### config.mk
export PLATFORM = sky130hd
export DESIGN_NAME = game_input_ctrl
export DESIGN_NICKNAME = d
export VERILOG_FILES = /design/src/rtl/game_input_ctrl.sv
export SDC_FILE = /design/constraint.sdc
export NUM_CORES = 1
export LEC_CHECK = 0
export ABC_AREA = 1
export CAP_MARGIN = 20
export CELL_PAD_IN_SITES_DETAIL_PLACEMENT = 1
export CELL_PAD_IN_SITES_GLOBAL_PLACEMENT = 2
export CORE_MARGIN = 8
export CORE_UTILIZATION = 30
export CTS_CLUSTER_DIAMETER = 100
export DETAILED_ROUTE_END_ITERATION = 8
export PLACE_DENSITY_LB_ADDON = 0.3
export SETUP_SLACK_MARGIN = 0.4
export SLEW_MARGIN = 0
export SYNTH_ARGS = -nofsm -noshare
export SYNTH_HDL_FRONTEND = slang
export SYNTH_SLANG_ARGS = --single-unit
### constraint.sdc
create_clock -name clk -period 2.79 [get_ports clk]
set_input_delay 0.558 -clock clk [delete_from_list [all_inputs] [get_ports clk]]
set_output_delay 0.558 -clock clk [all_outputs]
set_load 0.1 [all_outputs]
### src/rtl/game_input_ctrl.sv
`default_nettype none
//============================================================================
// Module   : game_input_ctrl
// Purpose  : Conditions three raw active-low pushbuttons (start, pause, reset)
//            for a game state machine. Each button is synchronized, inverted
//            to active-high and debounced. A debounced press (0->1) becomes a
//            registered one-cycle pulse. When pulses coincide, the outputs are
//            arbitrated as resetGame > pauseGame > startGame, and the losers
//            are dropped.
// Ports    : clk          - system clock, rising edge
//            reset        - synchronous active-high reset
//            btn_start_n  - raw start button, active-low, asynchronous
//            btn_pause_n  - raw pause button, active-low, asynchronous
//            btn_reset_n  - raw reset button, active-low, asynchronous
//            startGame    - one-cycle start pulse
//            pauseGame    - one-cycle pause pulse
//            resetGame    - one-cycle game-reset request pulse
//            btn_level    - debounced pressed levels {reset, pause, start}
// Options  : define LONG_PRESS_RESET_EN so that holding start for
//            LONG_PRESS_CYCLES debounced cycles also raises one resetGame
//            pulse per hold.
// Revision : 1.0 - initial release
//============================================================================
module game_input_ctrl #(
   parameter int DEBOUNCE_CYCLES   = 250000,
   parameter int DB_W              = 18,
   parameter int LONG_PRESS_CYCLES = 100000000,
   parameter int LP_W              = 27
) (
   input  logic       clk,
   input  logic       reset,
   input  logic       btn_start_n,
   input  logic       btn_pause_n,
   input  logic       btn_reset_n,
   output logic       startGame,
   output logic       pauseGame,
   output logic       resetGame,
   output logic [2:0] btn_level
);

   // Channel index: 0 = start, 1 = pause, 2 = reset
   localparam logic [DB_W-1:0] c_DB_LAST = DB_W'(DEBOUNCE_CYCLES - 1);

   // Parameter sanity checks, evaluated at elaboration time
   if (DEBOUNCE_CYCLES < 1 || DEBOUNCE_CYCLES > (2 ** DB_W)) begin : g_db_w_chk
      $error("game_input_ctrl: DB_W too small for DEBOUNCE_CYCLES");
   end
   // The long-press counter saturates at LONG_PRESS_CYCLES, so it must fit
   if (LONG_PRESS_CYCLES < 1 || LONG_PRESS_CYCLES >= (2 ** LP_W)) begin : g_lp_w_chk
      $error("game_input_ctrl: LP_W too small for LONG_PRESS_CYCLES");
   end

   logic [2:0] sync1_q;
   logic [2:0] sync2_q;
   logic [2:0] level_q;
   logic [2:0] level_d;
   logic [2:0] prev_q;
   logic [2:0] rise_q;
   logic       start_q, start_d;
   logic       pause_q, pause_d;
   logic       rst_q,   rst_d;
   logic       w_lp_hit;
   logic       w_reset_req;

   //------------------------------------------------------------------------
   // Two-flop synchronizer; inversion happens before the first flop so that
   // everything downstream sees active-high levels.
   //------------------------------------------------------------------------
   always_ff @(posedge clk) begin
      if (reset) begin
         sync1_q <= '0;
         sync2_q <= '0;
      end else begin
         sync1_q <= ~{btn_reset_n, btn_pause_n, btn_start_n};
         sync2_q <= sync1_q;
      end
   end

   //------------------------------------------------------------------------
   // Per-channel debounce: the counter runs only while the synchronized
   // value disagrees with the accepted level. Any agreement restarts it, so
   // only an unbroken run of DEBOUNCE_CYCLES mismatches moves the level.
   //------------------------------------------------------------------------
   for (genvar i = 0; i < 3; i++) begin : g_ch
      logic [DB_W-1:0] cnt_q;
      logic [DB_W-1:0] cnt_d;
      logic            lvl_d;

      always_comb begin
         cnt_d = '0;
         lvl_d = level_q[i];
         if (sync2_q[i] != level_q[i]) begin
            if (cnt_q == c_DB_LAST) begin
               lvl_d = sync2_q[i];
            end else begin
               cnt_d = cnt_q + 1'b1;
            end
         end
      end

      always_ff @(posedge clk) begin
         if (reset) begin
            cnt_q <= '0;
         end else begin
            cnt_q <= cnt_d;
         end
      end

      assign level_d[i] = lvl_d;
   end

   //------------------------------------------------------------------------
   // Optional long-press detector on the debounced start level. The counter
   // stops one past the trigger value, so each hold yields exactly one hit.
   //------------------------------------------------------------------------
`ifdef LONG_PRESS_RESET_EN
   localparam logic [LP_W-1:0] c_LP_LAST = LP_W'(LONG_PRESS_CYCLES - 1);
   localparam logic [LP_W-1:0] c_LP_SAT  = LP_W'(LONG_PRESS_CYCLES);

   logic [LP_W-1:0] lp_cnt_q;
   logic [LP_W-1:0] lp_cnt_d;

   always_comb begin
      lp_cnt_d = lp_cnt_q;
      if (!level_q[0]) begin
         lp_cnt_d = '0;
      end else if (lp_cnt_q != c_LP_SAT) begin
         lp_cnt_d = lp_cnt_q + 1'b1;
      end
   end

   always_ff @(posedge clk) begin
      if (reset) begin
         lp_cnt_q <= '0;
      end else begin
         lp_cnt_q <= lp_cnt_d;
      end
   end

   assign w_lp_hit = level_q[0] && (lp_cnt_q == c_LP_LAST);
`else
   assign w_lp_hit = 1'b0;
`endif

   //------------------------------------------------------------------------
   // Edge detection and output arbitration. A rise is captured one cycle
   // after the level changes, then arbitrated into the output registers.
   // Losing requests are discarded, not queued.
   //------------------------------------------------------------------------
   assign w_reset_req = rise_q[2] | w_lp_hit;

   always_comb begin
      start_d = 1'b0;
      pause_d = 1'b0;
      rst_d   = 1'b0;
      if (w_reset_req) begin
         rst_d = 1'b1;
      end else if (rise_q[1]) begin
         pause_d = 1'b1;
      end else if (rise_q[0]) begin
         start_d = 1'b1;
      end
   end

   always_ff @(posedge clk) begin
      if (reset) begin
         level_q <= '0;
         prev_q  <= '0;
         rise_q  <= '0;
         start_q <= 1'b0;
         pause_q <= 1'b0;
         rst_q   <= 1'b0;
      end else begin
         level_q <= level_d;
         prev_q  <= level_q;
         rise_q  <= level_q & ~prev_q;
         start_q <= start_d;
         pause_q <= pause_d;
         rst_q   <= rst_d;
      end
   end

   assign startGame = start_q;
   assign pauseGame = pause_q;
   assign resetGame = rst_q;
   assign btn_level = level_q;

endmodule
`default_nettype wire

==> metrics.md <==
| Metric | Value |
|---|---|
| Postcts setup bufs | 0 |
| Number of unique standard cell types used by synthesis | 23 |
| Vias in the first global route | between 2k and 3k |
| Port Buffer Count | 10 |
| Starting DRT DRC Count | 73 |
| Die height | between 100 and 150 µm |
| Synth async-reset ratio | 0% |
| DIE WIDTH | between 100 and 150 µm |
| Setup WS pre-CTS | 0.674 ns |
| Ranking of synthesized cells by area | dfxtp_1, nor2_1, nand2_1 |
| Worst-Margin Slew | roughly 0.34 ns |
| Largest net degree at the start of global routing | 18 |
| R2R Setup Slk | 1.22 ns |
| Worst min-delay path category | flop to flop |
| Syn Area/Cell | 7.06 µm² |
| CP Max Fanout | 14 |
| Clock skew | about 0.0090 ns |
| Post-Synth Simple-Gate Area | 35.8% |
| Post-DP HPWL | about 5700 µm |
| Register area share after synthesis | a little over two fifths |
| GP Congestion | between 0.7 and 0.8 |
| Core area | roughly 0.011 mm² |
| Final core occ | about a third |
| Post-synth EDFFs | 0 |
| Grt ovf | 0 |
| Layout area overhead | 13.4% |
| Root buffer selected by CTS | clkbuf_8 |
| Post-synthesis compound-gate area fraction | approximately 3.7% |
| Largest family of logic cells by synthesized area | simple AND/OR/NAND/NOR gates |
| Sink Count | 72 |
| Number of diodes | 0 |
| Arrival @ worst endpoint | between 1.5 and 2 ns |
| Clock Path Buffers | 2 |
| Crit start category | input pin |
| Post-synthesis cell count | around 470 |
| Drt wl/cell | 11.8 µm |
| Status | complete, no violations |
| Synth Register Bits | between 70 and 80 |
| Final Slew Violations | 0 |
| # H-tree levels | 3 |
| Crit path kind | input pin to flop |
| Fin. Hold Viols | 0 |
| Mapped Nets | 480 |
| Post-synthesis mux area share | 0% |
| Synthesized area | 0.00333 mm² |
| Tmin final | roughly 1.7 ns |
| Rows | 38 |
| RSZ-0062 raised after global routing | no |
| DR vias | 2796 |
| Clk slew on worst S/H paths | approximately 0.080 ns |
| Cell area power density | between 500 and 600 mW/mm² |
| Initial antenna violation count | 0 |
| Ys flop type | dfxtp_1 |
| Nets | roughly 500 |
| Max-cap viol count | 0 |
| Die area | around 0.015 mm² |
| Synth Area in XOR/XNOR | ~7.6% |
| IO Pins | 11 |
| Post-Synth Adder-Cell Area | under 10% |
| All-Layer GR Usage | approximately 11% |
| Crit path required time | approximately 3.1 ns |
| Final wirelength | about 7500 µm |
| Via density | between 4 and 5 |
| Synth warn | 0 |
| Layout cells sized above 1 | under 10% |
| Post-synth top area share | ~43% |
| Hold_buf cts | 0 |
| CTS buffer count | 9 |
| Post-CTS resize count | 0 |
| Worst ir drop on vdd | 0.196 mV |
| Max Clk Rate | around 590 MHz |
| # setup viols final | 0 |
| CTS tree | done |
| First-pass GRT wire length | ~13000 µm |
| Fin Setup TNS | 0 ns |
| Starting Density | about 31% |
| Worst skew pair latency | between 0.3 and 0.4 ns |
| Final period util | between 60% and 70% |
| DR pass1 iterations | 4 |
| Synth area leader | dfxtp_1 |
| P_leak | ~0.0013 µW |
| Crit end category | flop |
| Post-route DRC | 0 |
| Min Hold Slack | about 0.4 ns |
| PnR worst setup slack | roughly 1.1 ns |
| DRT antenna net count | 0 |
| Worst slew margin | between 70 and 80% |
placed cells by master, fill, tap and decap left out, drive strengths merged:
cell type / count
a21oi: 10
buf: 7
bufinv: 2
clkbuf: 10
clkdlybuf4s50: 4
clkinvlp: 3
dfxtp: 72
ha: 3
inv: 64
nand2: 104
nand3: 29
nand3b: 1
nand4: 7
nor2: 128
nor3: 6
o21ai: 10
o21bai: 3
or2: 2
xnor2: 5
xor2: 24
final cells by class:
class / count / area (µm²)
clock inverter: 6 / 91.3
sequential: 72 / 1440
fill: 1367 / 7060
tap: 140 / 175
timing repair buffer: 11 / 92.6
inverter: 63 / 236
multi-input combinational: 332 / 1610
clock buffer: 10 / 138
kinds of logic (layout without fill, tap and decap cells):
family / count (synthesis) / after routing
DFF: 72 / 72
buffers and inverters: 68 / 90
adders and majority gates: 3 / 3
AOI/OAI and AO/OA: 23 / 23
and+or+nand+nor: 277 / 277
xor gates and xnor gates: 29 / 29
path summary, 6_finish.rpt:
| kind | start | endpoint | cells after the start |
|---|---|---|---|
| setup reg to reg | g_ch[0].cnt_q[0] | g_ch[0].cnt_q[2] | 7 |
| hold / removal | prev_q[2] | rise_q[2] | 1 |
| hold reg to reg | prev_q[2] | rise_q[2] | 1 |
| setup / recovery | reset | g_ch[1].cnt_q[3] | 6 |
registers in the layout, indices dropped and copies added, names as in the netlist:
name,cells
sync1_q,3
btn_level,3
resetGame,1
startGame,1
prev_q,3
rise_q,3
sync2_q,3
pauseGame,1
g_ch.cnt_q,54
through the flow:
stage,instance area [µm²],std cells,total power [µW]
floorplan,3330,472,1080
global placement,3550,618,1090
detailed placement,3550,618,1090
CTS,3780,634,2060
global route,3780,634,2110
finish,3780,634,2020
critical path: stages:
cell,delay (ns)
clkdlybuf4s50_1,0.58
a21oi_1,0.18
o21ai_0,0.11
nor2_2,0.25
inv_2,0.17
nor2_1,0.12
Yosys cell counts (all sizes together) (3+ instances only):
cell,number
nor2,128
nand2,104
dfxtp,72
inv,63
nand3,29
xor2,24
a21oi,10
o21ai,10
nand4,7
nor3,6
xnor2,5
buf,4
ha,3
o21bai,3
power breakdown:
| part | switching, µW | internal, µW |
|---|---|---|
| Combinational | 16.1 | 10.7 |
| Sequential | 3.00 | 1030 |
| Clock | 428 | 531 |
per-layer routing:
metal  up-vias  share of wire (%)  GRT usage [%]  routed length [µm]
met5         -                  0              0                   0
met4         0                2.4           6.17                 181
met3        15                2.4           2.65                 176
met2        17                 48           18.3                3560
met1      1291                 48           12.9                3570
li1       1473                  -              -                   -
Power figures use the tool's default switching activity.
